File: src/rtl/motor_cmd_sequencer_pkg.sv
// motor_cmd_sequencer_pkg: direction codes, FSM encoding and ctrl word layout
// shared by the sequencer, the driver wrapper and the firmware headers.
package motor_cmd_sequencer_pkg;
   localparam logic [1:0] DIR_STOP  = 2'b00;
   localparam logic [1:0] DIR_FWD   = 2'b01;
   localparam logic [1:0] DIR_REV   = 2'b10;
   localparam logic [1:0] DIR_BRAKE = 2'b11;
   localparam int CTRL_DIR_LSB  = 16;
   localparam int CTRL_DUTY_LSB = 0;
   typedef enum logic [1:0] {
      ST_IDLE   = 2'd0,
      ST_RAMP   = 2'd1,
      ST_RAMPDN = 2'd2,
      ST_DEAD   = 2'd3
   } state_e;
   function automatic logic [31:0] pack_ctrl(input logic [1:0] dir, input logic [7:0] duty);
      return (32'(dir) << CTRL_DIR_LSB) | (32'(duty) << CTRL_DUTY_LSB);
   endfunction
   function automatic logic is_run(input logic [1:0] dir);
      return dir == DIR_FWD || dir == DIR_REV;
   endfunction
endpackage

File: src/rtl/motor_cmd_sequencer_slew.sv
// motor_slew_step: one saturating step of cur toward tgt, landing exactly on tgt
// when the remaining distance is below step; 9-bit math so nothing wraps.
module motor_slew_step (
   input  logic [7:0] cur,
   input  logic [7:0] tgt,
   input  logic [7:0] step,
   output logic [7:0] nxt
);
   logic [8:0] up;
   logic [8:0] dn;
   always_comb begin
      up  = {1'b0, cur} + {1'b0, step};
      dn  = {1'b0, cur} - {1'b0, step};
      nxt = tgt > cur ? (up >= {1'b0, tgt} ? tgt : up[7:0]) :
            tgt < cur ? ((dn[8] || dn[7:0] <= tgt) ? tgt : dn[7:0]) : cur;
   end
endmodule

File: src/rtl/motor_cmd_sequencer.sv
// motor_cmd_sequencer: latches software motor commands and slews the driver
// toward them, with ramp-down plus brake dead-time on reversal and a stop watchdog.
module motor_cmd_sequencer
   import motor_cmd_sequencer_pkg::*;
#(
   parameter int unsigned RAMP_DIV    = 100000,
   parameter int unsigned RAMP_STEP   = 4,
   parameter int unsigned DEAD_CYCLES = 10000,
   parameter int unsigned WDT_CYCLES  = 50000000
) (
   input  logic        clk_i,
   input  logic        rst_i,
   input  logic        cmd_we_i,
   input  logic [31:0] cmd_i,
   output logic        ctrl_we_o,
   output logic [31:0] ctrl_o,
   output logic        busy_o,
   output logic        wdt_o,
   output logic [1:0]  state_o
);
   localparam int PW = RAMP_DIV > 1 ? $clog2(RAMP_DIV) : 1;
   localparam int DW = DEAD_CYCLES > 1 ? $clog2(DEAD_CYCLES) : 1;
   localparam int WW = WDT_CYCLES > 1 ? $clog2(WDT_CYCLES) : 1;

   state_e        state, state_nx;
   logic [1:0]    cur_dir, cur_dir_nx, tgt_dir, cmd_dir;
   logic [7:0]    cur_duty, cur_duty_nx, tgt_duty, up_next, dn_next;
   logic [PW-1:0] pre_cnt;
   logic [DW-1:0] dead_cnt, dead_cnt_nx;
   logic [WW-1:0] wdt_cnt;
   logic          tick, reversing, reached;
   logic [31:0]   cur_word;
   logic          cmd_unused;

   assign cmd_dir    = cmd_i[CTRL_DIR_LSB +: 2];
   assign cmd_unused = ^{cmd_i[31:18], cmd_i[15:8]};
   assign tick       = pre_cnt == PW'(RAMP_DIV - 1);
   assign cur_word   = pack_ctrl(cur_dir, cur_duty);
   assign busy_o     = state != ST_IDLE || cur_dir != tgt_dir || cur_duty != tgt_duty;
   assign state_o    = state;

   motor_slew_step u_up (.cur(cur_duty), .tgt(tgt_duty), .step(8'(RAMP_STEP)), .nxt(up_next));
   motor_slew_step u_dn (.cur(cur_duty), .tgt(8'd0), .step(8'(RAMP_STEP)), .nxt(dn_next));

   always_ff @(posedge clk_i or negedge rst_i) begin
      if (!rst_i) begin
         state     <= ST_IDLE;
         cur_dir   <= DIR_STOP;
         cur_duty  <= '0;
         tgt_dir   <= DIR_STOP;
         tgt_duty  <= '0;
         pre_cnt   <= '0;
         dead_cnt  <= '0;
         wdt_cnt   <= '0;
         wdt_o     <= 1'b0;
         ctrl_o    <= '0;
         ctrl_we_o <= 1'b0;
      end else begin
         state     <= state_nx;
         cur_dir   <= cur_dir_nx;
         cur_duty  <= cur_duty_nx;
         dead_cnt  <= dead_cnt_nx;
         pre_cnt   <= tick ? '0 : pre_cnt + 1'b1;
         ctrl_o    <= cur_word;
         ctrl_we_o <= cur_word != ctrl_o;
         // stop/brake targets carry duty 0 so a settled output compares equal to them
         if (cmd_we_i) begin
            tgt_dir  <= cmd_dir;
            tgt_duty <= is_run(cmd_dir) ? cmd_i[CTRL_DUTY_LSB +: 8] : '0;
            wdt_cnt  <= '0;
            wdt_o    <= 1'b0;
         end else if (wdt_cnt == WW'(WDT_CYCLES - 1)) begin
            tgt_dir  <= DIR_STOP;
            tgt_duty <= '0;
            wdt_o    <= 1'b1;
         end else
            wdt_cnt <= wdt_cnt + 1'b1;
      end
   end

   always_comb begin
      state_nx    = state;
      cur_dir_nx  = cur_dir;
      cur_duty_nx = cur_duty;
      dead_cnt_nx = dead_cnt;
      reversing   = cur_duty != 0 && (tgt_dir == DIR_STOP ||
                    (is_run(cur_dir) && is_run(tgt_dir) && cur_dir != tgt_dir));
      reached     = cur_dir == tgt_dir && cur_duty == tgt_duty;
      unique case (state)
         ST_IDLE, ST_RAMP: begin
            if (tgt_dir == DIR_BRAKE) begin
               cur_dir_nx  = DIR_BRAKE;
               cur_duty_nx = '0;
               state_nx    = ST_IDLE;
            end else if (reversing)
               state_nx = ST_RAMPDN;
            else if (tgt_dir == DIR_STOP) begin
               cur_dir_nx = DIR_STOP;
               state_nx   = ST_IDLE;
            end else if (reached)
               state_nx = ST_IDLE;
            else if (state == ST_IDLE)
               state_nx = ST_RAMP;
            else if (tick) begin
               // direction switches on the first step, so a ramp from rest never strobes duty 0
               cur_dir_nx  = tgt_dir;
               cur_duty_nx = up_next;
            end
         end
         ST_RAMPDN: begin
            if (cur_duty != 0)
               cur_duty_nx = tick ? dn_next : cur_duty;
            else if (tgt_dir == DIR_STOP) begin
               cur_dir_nx = DIR_STOP;
               state_nx   = ST_IDLE;
            end else begin
               cur_dir_nx  = DIR_BRAKE;
               dead_cnt_nx = DW'(DEAD_CYCLES - 1);
               state_nx    = ST_DEAD;
            end
         end
         ST_DEAD: begin
            if (dead_cnt != 0)
               dead_cnt_nx = dead_cnt - 1'b1;
            else begin
               // first ramp step leaves DEAD directly so brake lasts exactly DEAD_CYCLES
               cur_dir_nx  = tgt_dir;
               cur_duty_nx = is_run(tgt_dir) ? up_next : '0;
               state_nx    = is_run(tgt_dir) ? ST_RAMP : ST_IDLE;
            end
         end
      endcase
   end
endmodule

File: config.mk
export PLATFORM = sky130hd
export DESIGN_NAME = motor_cmd_sequencer
export DESIGN_NICKNAME = d
export VERILOG_FILES = /design/src/rtl/motor_cmd_sequencer_pkg.sv /design/src/rtl/motor_cmd_sequencer_slew.sv /design/src/rtl/motor_cmd_sequencer.sv
export SDC_FILE = /design/constraint.sdc
export NUM_CORES = 1
export LEC_CHECK = 0
export BUFFER_PORTS_ARGS = -buffer_cell sky130_fd_sc_hd__buf_4
export CAP_MARGIN = 5
export CELL_PAD_IN_SITES_DETAIL_PLACEMENT = 0
export CELL_PAD_IN_SITES_GLOBAL_PLACEMENT = 2
export CORE_ASPECT_RATIO = 1.5
export CORE_MARGIN = 2
export CORE_UTILIZATION = 34
export CTS_BUF_LIST = sky130_fd_sc_hd__clkbuf_4
export DETAILED_ROUTE_END_ITERATION = 7
export HOLD_SLACK_MARGIN = 0.1
export MAX_ROUTING_LAYER = met4
export PLACE_DENSITY = 0.9
export SYNTH_ARGS = -nofsm -noshare
export SYNTH_HDL_FRONTEND = slang
export SYNTH_SLANG_ARGS = --single-unit
File: constraint.sdc
create_clock -name clk_i -period 3.6 [get_ports clk_i]
set_clock_uncertainty 0.2 [all_clocks]
set_input_delay 0.18 -clock clk_i [delete_from_list [all_inputs] [get_ports clk_i]]
set_output_delay 0.18 -clock clk_i [all_outputs]
set_load 0.02 [all_outputs]
Yosys cells after proc, flatten, opt, wreduce, memory -nomap -nowiden
Cells that the tools add are included.
{"block": "word_totals", "word_cells": 134, "input_bits": 35, "regBits": 99, "out_inout_bits": 37}
{"block": "op_classes", "bitwise": 1, "addsub": 5, "n_reduce_logical": 24, "n_mux": 51, "eq_ne": 34, "magnitude_cmp": 8}
{"operator": "8-bit 2-to-1 mux", "count": 21}
{"operator": "26-bit 2-to-1 mux", "count": 2}
{"operator": "14-bit 2-to-1 mux", "count": 3}
{"operator": "2-bit 2-to-1 mux", "count": 17}
{"operator": "14-bit one-hot mux with 2 select lines", "count": 1}
{"operator": "26-bit by 1-bit adder with 26-bit output (second input constant)", "count": 1}
{"operator": "26-bit == test (second input constant)", "count": 1}
{"operator": "8-bit one-hot mux with 3 select lines", "count": 1}
{"operator": "18-bit inequality test", "count": 1}
{"operator": "18-bit by 8-bit OR with 18-bit output", "count": 1}
{"operator": "17-bit by 1-bit adder with 17-bit output (second input constant)", "count": 1}
{"operator": "17-bit == test (second input constant)", "count": 1}
{"operator": "17-bit 2-to-1 mux", "count": 1}
{"operator": "3-bit inequality test (second input constant)", "count": 5}
{"operator": "2-bit inequality test (second input constant)", "count": 7}
{"operator": "14-bit nonzero test", "count": 1}
{"operator": "14-bit by 1-bit subtractor with 14-bit output (second input constant)", "count": 1}
{"operator": "2-bit == test (second input constant)", "count": 6}
{"operator": "4-bit inequality test (second input constant)", "count": 3}
{"operator": "2-bit one-hot mux with 3 select lines", "count": 2}
{"operator": "8-bit by 3-bit adder with 9-bit output (second input constant)", "count": 1}
{"operator": "9-bit by 1-bit greater-or-equal comparator with 1-bit output (second input constant)", "count": 1}
{"operator": "9-bit by 8-bit greater-or-equal comparator with 1-bit output", "count": 1}
{"operator": "9-bit AND reduction", "count": 1}
{"operator": "other kinds (24)", "count": 42}

Depth between registers and ports, before layout
Gate-level depths: netlist of run 1.
{"block": "logic_depth", "ltp_word": 13, "depth_mapped": 13, "ltp_nobuf": 12}

Hierarchy
From an unflattened synthesis of run 1, not the netlist that was laid out.
{"block": "unflattened", "cells_unflattened": 900, "area_unflattened_um2": 7958.9}
{"mod": "motor_cmd_sequencer", "seq_area_each_um2": 2277.2, "area_per_inst_um2": 4835.9, "cells_per_inst": 484, "instances": 1}
{"mod": "motor_slew_step", "seq_area_each_um2": 0.0, "area_per_inst_um2": 1561.5, "cells_per_inst": 208, "instances": 2}

Worst setup path before layout of run 1
OpenSTA, ideal clock, no wires.
{"block": "synth_path", "path_type": "flip-flop to flip-flop", "startpoint": "reg cur_duty[2]", "endpoint": "reg cur_duty[5]", "period_less_slack_ns": 3.458, "path_stages_with_launch": 13, "t_required_ns": 3.268, "n_path_buf": 1, "arrival_ns": 3.126, "setup_time_ns": 0.132, "slack_ns": 0.142, "cell_sequence": "dfrtp_1 > inv_1 > ha_1 > clkbuf_1 > nand3_1 > xnor2_1 > ha_1 > o21ai_0 > nor2_1 > o31ai_2 > mux2_1 > a211oi_1 > o22ai_1"}
{"block": "synth_via", "elab_chain_cells": 13, "word_cells_on_any_way": 40, "cone_classes": "add/sub: 2; order compare: 8; eq/ne: 5; mux: 19; reduce/logical: 6"}
{"element": "start, declared", "line_no": "motor_cmd_sequencer.sv:27", "rtl": "logic [7:0] cur_duty, cur_duty_nx, tgt_duty, up_next, dn_next;"}
{"element": "start signal, assigned", "line_no": "motor_cmd_sequencer.sv:61", "rtl": "cur_duty <= cur_duty_nx;"}
{"element": "8-bit by 3-bit subtractor with 9-bit output", "line_no": "motor_cmd_sequencer_slew.sv:13", "rtl": "dn = {1'b0, cur} - {1'b0, step};"}
{"element": "8-bit less-or-equal comparator", "line_no": "motor_cmd_sequencer_slew.sv:15", "rtl": "tgt < cur ? ((dn[8] || dn[7:0] <= tgt) ? tgt : dn[7:0]) : cur;"}
{"element": "1-bit logical OR", "line_no": "motor_cmd_sequencer_slew.sv:15"}
{"element": "8-bit 2-to-1 mux (2 in a row)", "line_no": "motor_cmd_sequencer_slew.sv:15"}
{"element": "8-bit 2-to-1 mux", "line_no": "motor_cmd_sequencer_slew.sv:14", "rtl": "nxt = tgt > cur ? (up >= {1'b0, tgt} ? tgt : up[7:0]) :"}
{"element": "8-bit 2-to-1 mux", "line_no": "motor_cmd_sequencer.sv:104", "rtl": "else if (tick) begin"}
{"element": "8-bit 2-to-1 mux", "line_no": "motor_cmd_sequencer.sv:102", "rtl": "else if (state == ST_IDLE)"}
{"element": "8-bit 2-to-1 mux", "line_no": "motor_cmd_sequencer.sv:100", "rtl": "end else if (reached)"}
{"element": "8-bit 2-to-1 mux", "line_no": "motor_cmd_sequencer.sv:97", "rtl": "else if (tgt_dir == DIR_STOP) begin"}
{"element": "8-bit 2-to-1 mux", "line_no": "motor_cmd_sequencer.sv:95", "rtl": "end else if (reversing)"}
{"element": "8-bit 2-to-1 mux", "line_no": "motor_cmd_sequencer.sv:91", "rtl": "if (tgt_dir == DIR_BRAKE) begin"}
{"element": "8-bit one-hot mux with 3 select lines", "line_no": "motor_cmd_sequencer.sv:89", "rtl": "unique case (state)"}
Parallel ways exist; a longest one is shown, timed or not. The select of a mux whose other input is x is not followed.
A chain may end at the register's enable or synchronous reset.

Worst setup path in the final report of run 1
{"block": "layout_path", "startpoint": "reg cur_duty[3]", "endpoint": "reg cur_duty[4]"}
The elaborated chain is that of the path after synthesis.

==> results.yml, run 1 <==
clocking:
  h-tree-depth: 3
  cts-root-buf: "clkbuf_4"
  clock-sinks: 91
  cts_resized: 0
  cts_made_buffers: 9
  cts.reportedPaths.clkPinSlew_ns: 0.14
  post_cts.repair.setup_buffers: 0
  clockBufferDepth: 2
  cts_tree: "done"
  clk_latency_ns: 0.44
power_and_ir_drop:
  powerDensity_nw_per_um2: 656.6
  pwr-share-comb: 0.505
  p_leak_uw: 0.002753
  power_switching_uw: 1763
  pwr-share-seq: 0.360
  peakVddDrop_mv: 0.3148
  power.internal_uw: 2374
  netSwitchingFraction: 0.4261
  clkPwrFrac: 0.134
placement:
  placed_cells: 823
  numPortBuffers: 27
  place_hpwl_um: 9594
  gp_congestion: 0.8825
timing:
  rsz0062_at_grt: "false"
  finalHoldViolCount: 0
  period_minus_slack_ns: 3.301
  relSlewSlack: 0.3322
  fin_crit_sh: 0.9169
  drv_slew: 0
  tightest_slew_ns: 1.002
  max_freq_mhz: 303.0
  finalSetupViolations: 0
  totalNegativeSetupSlack_ns: 0
worst_setup_path:
  start_kind: "register"
  rrSetupSlack_ns: 0.30
  cp_data_required_time_ns: 3.73
  worstPathMaxFanout: 8
  rr_endpoint: "cur_duty[4]$_DFFE_PN0P_"
  r2r-start: "cur_duty[3]$_DFFE_PN0P_"
  reg2regPathDepth: 13
  crit_path_end_kind: "register"
  crit_arrival_ns: 3.43
  crit_type: "reg2reg"
synth:
  avgSynthCellArea_um2: 9.445
  postSynth.asyncResetShare: 1.000
  ys.flop_type: "dfrtp_1"
  netlist_instances: 589
  synth_edf_count: 0
  netlist_area_um2: 5563
  yosysSeqAreaShare: 0.4094
  yosysWarnings: 0
  synth_cell_type_count: 67
  synth.ff_latch_count: 91
global_routing:
  track_usage: 0.1610
  grt_pass1_vias: 4611
  grt_pass1_wl_um: 21900
  overflow: 0
  grt_max_degree: 78
  antenna_found_initial: 1
finish:
  drive_above_1_share: 0.1080
  nFillCells: 1658
  fin_nets: 711
  synthToLayoutAreaGrowth_pct: 13.25
  fin_cells: 855
detailed_routing:
  wire_per_inst_um: 15.04
  totalWireLength_um: 12860
  via_per_inst: 5.199
  route.detailed.drc: 0
  drtIter0Drc: 214
  num_vias: 4445
  drt-pass1-iter-count: 4
  ant_nets: 0
floorplanning:
  start_util: 0.3451
  core_area_um2: 16120
  die_area_um2: 17420
  die_width_um: 108.4
  die-height_um: 160.7
  io_pins: 72
  rows: 57
run:
  maxCapViolations: 0
min_path:
  hp-class: "in2async"
status:
  outcome: "finished, final reports clean"
-- critical path, stage by stage (launching register included) --
cell and delay (ns):
dfrtp_1 0.57, inv_1 0.20, ha_1 0.26, buf_4 0.15, xor2_1 0.26, ha_1 0.29, nand4_1 0.11, nor3_1 0.07
a21oi_1 0.16, o31ai_2 0.11, buf_4 0.19, o31ai_1 0.20, a221oi_1 0.14, a211o_1 0.29
-- what timing repair did --
action / CTS / global route
hold buffers: 16 / 0
hold endpoints to repair: 113 / 0
endpoints found under the setup margin: 0 / 0
-- layout make-up --
| type | instances | area, µm² | area share |
|---|---|---|---|
| Antenna cell | 1 | 2.502 | 0.0003972 |
| Clock buffer | 10 | 75.07 | 0.01192 |
| Clock inverter | 5 | 55.05 | 0.008739 |
| Inverter | 26 | 97.59 | 0.01549 |
| Multi-Input combinational cell | 456 | 3044 | 0.4832 |
| Sequential cell | 91 | 2277 | 0.3615 |
| Tap cell | 206 | 257.7 | 0.04091 |
| Timing Repair Buffer | 60 | 490.5 | 0.07785 |
-- power by group through the flow --
stage | registers [µW] | clock network, µW | logic, µW
global route | 1530 | 619 | 2330
detailed placement | 1510 | 0 | 2060
finish | 1490 | 556 | 2090
CTS | 1490 | 578 | 2090
global placement | 1490 | 0 | 2030
floorplan | 1500 | 0 | 1410
-- synth_stat cells, types with 2 or more instances --
master	number	area [µm²]
dfrtp_1	91	2277
nand4_1	17	106.4
o21ai_1	14	70.07
a22oi_1	3	22.52
clkbuf_1	12	45.04
nand3_1	30	150.1
or4_4	2	22.52
or3_1	6	37.54
a31oi_1	4	25.02
a221o_1	2	20.02
buf_4	22	165.2
o21a_1	2	15.01
inv_1	23	86.33
a21oi_1	21	105.1
nor3_1	17	85.08
nand4b_1	3	26.28
nand2_1	41	153.9
and2_1	3	18.77
ha_1	32	400.4
or2_2	2	12.51
a211o_1	4	35.03
a211oi_1	2	15.01
nor4b_1	3	26.28
o22ai_1	6	37.54
xnor2_1	31	271.5
and4_1	3	26.28
o311ai_1	4	35.03
nand2b_1	4	25.02
o21ai_0	8	40.04
mux2i_1	7	70.07
nor2b_1	7	43.79
xor2_1	35	306.5
nor4_1	8	50.05
nor4bb_1	3	30.03
a22o_1	8	70.07
nor2_1	59	221.5
buf_1	2	7.510
and3_1	10	62.56
inv_2	2	7.510
o31ai_1	4	30.03
mux2_1	6	67.56
-- flip-flops by register name, indices dropped and copies added (netlist names) --
register and cells:
state_o 2, pre_cnt 17, wdt_o 1, dead_cnt 14
cur_dir 2, tgt_duty 8, ctrl_we_o 1, ctrl_o 10
cur_duty 8, tgt_dir 2, wdt_cnt 26
-- stage by stage --
stage               worst slack, ns    util  total power [µW]  hold slack, ns  area [µm²]
detailed placement           0.3359  0.3727              3579          0.2013        6007
finish                       0.2993  0.3909              4137          0.2316        6300
global placement             0.3600  0.3727              3519          0.1957        6007
CTS                          0.2948  0.3907              4163          0.2571        6297
global route                0.08301  0.3909              4475          0.2733        6300
floorplan                    0.1418       -              2913         -0.3156        5642
-- how the worst max path moves through the flow --
stage	from	end	slack [ns]	cells after the start
detailed placement	cur_duty[3]$_DFFE_PN0P_	cur_duty[4]$_DFFE_PN0P_	0.34	13
global placement	cur_duty[3]$_DFFE_PN0P_	cur_duty[4]$_DFFE_PN0P_	0.36	12
CTS	cur_duty[3]$_DFFE_PN0P_	cur_duty[4]$_DFFE_PN0P_	0.29	13
global route	cur_duty[2]$_DFFE_PN0P_	cur_duty[3]$_DFFE_PN0P_	0.08	12
finish	cur_duty[3]$_DFFE_PN0P_	cur_duty[4]$_DFFE_PN0P_	0.30	13
floorplan	cur_duty[2]$_DFFE_PN0P_	cur_duty[5]$_DFFE_PN0P_	0.14	12
-- logic make-up after synthesis --
family	share of synthesized area
AOI/OAI and AO/OA	0.1239
adders and majority gates	0.07197
and+or+nand+nor	0.2058
other	0.0006741
xor gates and xnor gates	0.1039
buffers and inverters	0.05758
DFF	0.4094
muxes	0.02677
-- layout by cell type, fill, tap and decap left out, types with 4 or more instances in the layout --
cell            n
or3_1           6
o31ai_1         4
xor2_1         35
a31oi_1         4
xnor2_1        31
o21ai_0         8
clkbuf_4       10
conb_1         22
nor4_1          8
nor2_1         59
nor2b_1         7
o21ai_1        14
dlygate4sd3_1  16
o311ai_1        4
nand4_1        17
nor3_1         17
mux2_1          6
mux2i_1         7
nand3_1        30
dfrtp_1        91
o22ai_1         6
buf_4          44
a21oi_1        21
nand2_1        41
ha_1           32
inv_1          23
and3_1         10
a22o_1          8
a211o_1         4
nand2b_1        4
-- metal layers --
metal  wire length (µm)  share of wire  up-vias  GRT usage
met4                268          0.021        0    0.06235
met2               7057           0.55       61     0.2810
met3                316          0.025       18    0.02354
li1                   -              -     2161          -
met5                  0              0        -          -
met1               5217           0.41     2205     0.1832
Note: power is estimated with default switching activity, not from simulation.
==> run 2: changes to the inputs <==
- CORE_UTILIZATION: 34 -> 35
- PLACE_DENSITY: 0.9 -> 0.91
- SYNTH_HIERARCHICAL: default -> 1
==> run 2 against run 1 <==
Effect of this change: the flow now finishes with violations (negative setup slack); first-iteration DRC count rose by 64%; wire length increased by 59%; setup slack worse by 0.67 ns; die area grew 38%; non-clock buffer count is 73 higher; critical path type unchanged.
==> results.yml, run 2 <==
clocking:
  cts_tree: "done"
  clockBufferDepth: 2
  cts.reportedPaths.clkPinSlew_ns: 0.15
  clk_latency_ns: 0.47
  cts-root-buf: "clkbuf_4"
  h-tree-depth: 3
  cts_made_buffers: 9
  clock-sinks: 91
finish:
  reg_top3: "wdt_cnt x26, pre_cnt x17, dead_cnt x14"
  synthToLayoutAreaGrowth_pct: 23.11
  final_cell_mix: "buf_4, nor2_1, dfrtp_1"
  fin_nets: 1209
  drive_above_1_share: 0.2017
  nFillCells: 2194
  largest-register: "wdt_cnt"
  fin_util: 0.4378
  largest_reg_flops: 26
  final_common_cell: "buf_4"
worst_setup_path:
  crit_path_max_incr_delay_ns: 0.54
  critPathTopFamily: "compound AO/OA/AOI/OAI gates"
  start_kind: "register"
  crit_path_end_kind: "register"
  crit_buf_inv: 1
  crit_arrival_ns: 4.12
  slowest_stage: "dfrtp_4"
  worstPathMaxFanout: 5
  crit_path_cell_trace: "ha_4, nor2b_4, o31a_1, o21ai_2, a211oi_2, xor2_1, ha_1, nand4_1, buf_4, o22ai_4, a211oi_4, mux2_4, a221o_1, nor2b_2, a21oi_2, o21ai_1, mux2_2"
  crit_type: "reg2reg"
  cp_data_required_time_ns: 3.75
min_path:
  hp-class: "in2reg"
timing:
  relSlewSlack: 0.5316
  period_minus_slack_ns: 3.970
  holdWs_ns: 0.2804
  rsz0062_at_grt: "true"
  worst_slack_ns: -0.3699
  drv_slew: 0
  max_freq_mhz: 251.9
  finalHoldViolCount: 0
  finalSetupViolations: 8
  tightest_slew_ns: 0.7026
  fin_crit_sh: 1.103
floorplanning:
  die_area_um2: 23990
  die_width_um: 127.1
  core_area_um2: 22380
  io_pins: 72
  rows: 67
  die-height_um: 188.7
  start_util: 0.3556
global_routing:
  track_usage: 0.1796
  overflow: 0
  grt_pass1_wl_um: 33510
  antenna_found_initial: 1
  grt_pass1_vias: 6638
  grt_max_degree: 44
run:
  maxCapViolations: 0
synth:
  postSynth.asyncResetShare: 1.000
  avgSynthCellArea_um2: 8.843
  synth_common_cells: "nor2_1, dfrtp_1, ha_1, inv_1, nand2_1"
  ys.flop_type: "dfrtp_1"
  synth.ff_latch_count: 91
  netlist_area_um2: 7959
  yosysTopAreaCell: "dfrtp_1"
  yosysSeqAreaShare: 0.2861
  synth_edf_count: 0
  synth_cell_type_count: 72
  netlist_instances: 900
  synth_area_leaders: "dfrtp_1, ha_1, xor2_1"
  synth_most_common_cell: "nor2_1"
  yosysWarnings: 6
  synth.top_cell.area_share: 0.2861
placement:
  numPortBuffers: 27
  gp_congestion: 0.9124
  place_hpwl_um: 15450
detailed_routing:
  drtIter0Drc: 351
  drt-pass1-iter-count: 5
  ant_nets: 0
  wl_met1_um: 8917
  wl_met2_um: 10360
  dr_wl_met3_um: 530
  num_vias: 6780
  top_layer: "met4"
  wire_per_inst_um: 14.96
  route.detailed.drc: 0
  via_per_inst: 4.974
  totalWireLength_um: 20390
status:
  outcome: "finished with violations"
  violations: "negative setup slack"
power_and_ir_drop:
  powerDensity_nw_per_um2: 758.0
  p_leak_uw: 0.004425
  peakVddDrop_mv: 0.3903
==> run 2: cell types whose count changed after synthesis, moves of 14 or more <==
cell | before | now
mux2_2 | 1 | 17
ha_1 | 32 | 89
inv_1 | 23 | 67
nand2_1 | 41 | 58
nor2_1 | 59 | 102
o21ai_0 | 8 | 39
nor2b_1 | 7 | 21
a21oi_1 | 21 | 43
==> run 2: metrics by stage <==
step                      instances  cell area (µm²)  power, µW  worst slack, ns  TNS [ns]
after floorplan                 980             8398       4825          -0.3070    -1.562
after global placement         1315             9229       6417          -0.4585    -3.027
after detailed placement       1315             9229       6462          -0.4537    -2.959
after CTS                      1356             9687       7272          -0.4077    -2.961
after global routing           1363             9798       8083          -0.5880    -4.480
final                          1363             9798       7427          -0.3699    -2.703
==> run 2: layout make-up <==
cell class	instances	area (µm²)	share of cell area
inverter	67	251.5	0.02567
timing repair buffer	133	1077	0.1099
clock buffer	9	67.56	0.006896
tap	276	345.3	0.03524
multi-input combinational	779	5693	0.5810
antenna	1	2.502	0.0002554
clock inverter	7	75.07	0.007662
sequential	91	2286	0.2333
==> run 2: path summary, 6_finish.rpt <==
| check | start | endpoint | slack (ns) | cells past startpoint |
|---|---|---|---|---|
| setup / recovery | cur_duty[1]$_DFFE_PN0P_ | cur_duty[7]$_DFFE_PN0P_ | -0.37 | 17 |
| hold / removal | cmd_i[7] | tgt_duty[7]$_DFFE_PN0P_ | 0.28 | 3 |
| setup reg to reg | cur_duty[1]$_DFFE_PN0P_ | cur_duty[7]$_DFFE_PN0P_ | -0.37 | 17 |
| hold reg to reg | pre_cnt[0]$_DFF_PN0_ | pre_cnt[0]$_DFF_PN0_ | 0.30 | 1 |
| max in group asynchronous | rst_i | wdt_cnt[11]$_DFFE_PN0P_ | 2.25 | 4 |
| min in group asynchronous | rst_i | cur_duty[7]$_DFFE_PN0P_ | 0.43 | 3 |
==> run 2: worst reg2reg max path: stages, from the launching register on <==
cell,delay (ns)
dfrtp_4,0.54
ha_4,0.28
nor2b_4,0.13
o31a_1,0.18
o21ai_2,0.09
a211oi_2,0.25
xor2_1,0.13
ha_1,0.31
nand4_1,0.11
buf_4,0.17
o22ai_4,0.18
a211oi_4,0.09
mux2_4,0.32
a221o_1,0.29
nor2b_2,0.16
a21oi_2,0.13
o21ai_1,0.06
mux2_2,0.27
==> run 2: what timing repair did <==
| item | 4_1_cts | 5_1_grt |
|---|---|---|
| hold buffers | 18 | 0 |
| endpoints found under the hold margin | 128 | 0 |
| setup endpoints to repair | 8 | 8 |
| gates resized for setup | 15 | 14 |
| pin swaps | 10 | 13 |
| gates cloned | 1 | 0 |
| buffers inserted | 6 | 6 |
==> run 2: layer usage <==
metal / GRT usage / vias up
met4: 0.05959 / 0
met2: 0.3151 / 134
met1: 0.2134 / 3208
met5: - / -
li1: - / 3401
met3: 0.01988 / 37
==> run 2: kinds of logic (layout without fill, tap and decap cells) <==
logic type | count (synthesis) | count (layout) | share of synthesized area
and+or+nand+nor | 307 | 307 | 0.1967
AOI/OAI and AO/OA | 176 | 177 | 0.1547
buffers and inverters | 111 | 216 | 0.07011
adders and majority gates | 93 | 93 | 0.1500
DFF | 91 | 91 | 0.2861
xor gates and xnor gates | 85 | 85 | 0.09354
muxes | 35 | 35 | 0.04795
other | 2 | 83 | 0.0009436
==> run 2: power by group <==
| part | internal, µW | switching, µW |
|---|---|---|
| clock | 217 | 381 |
| combinational | 2590 | 2700 |
| sequential | 1220 | 320 |
| total | 4030 | 3400 |
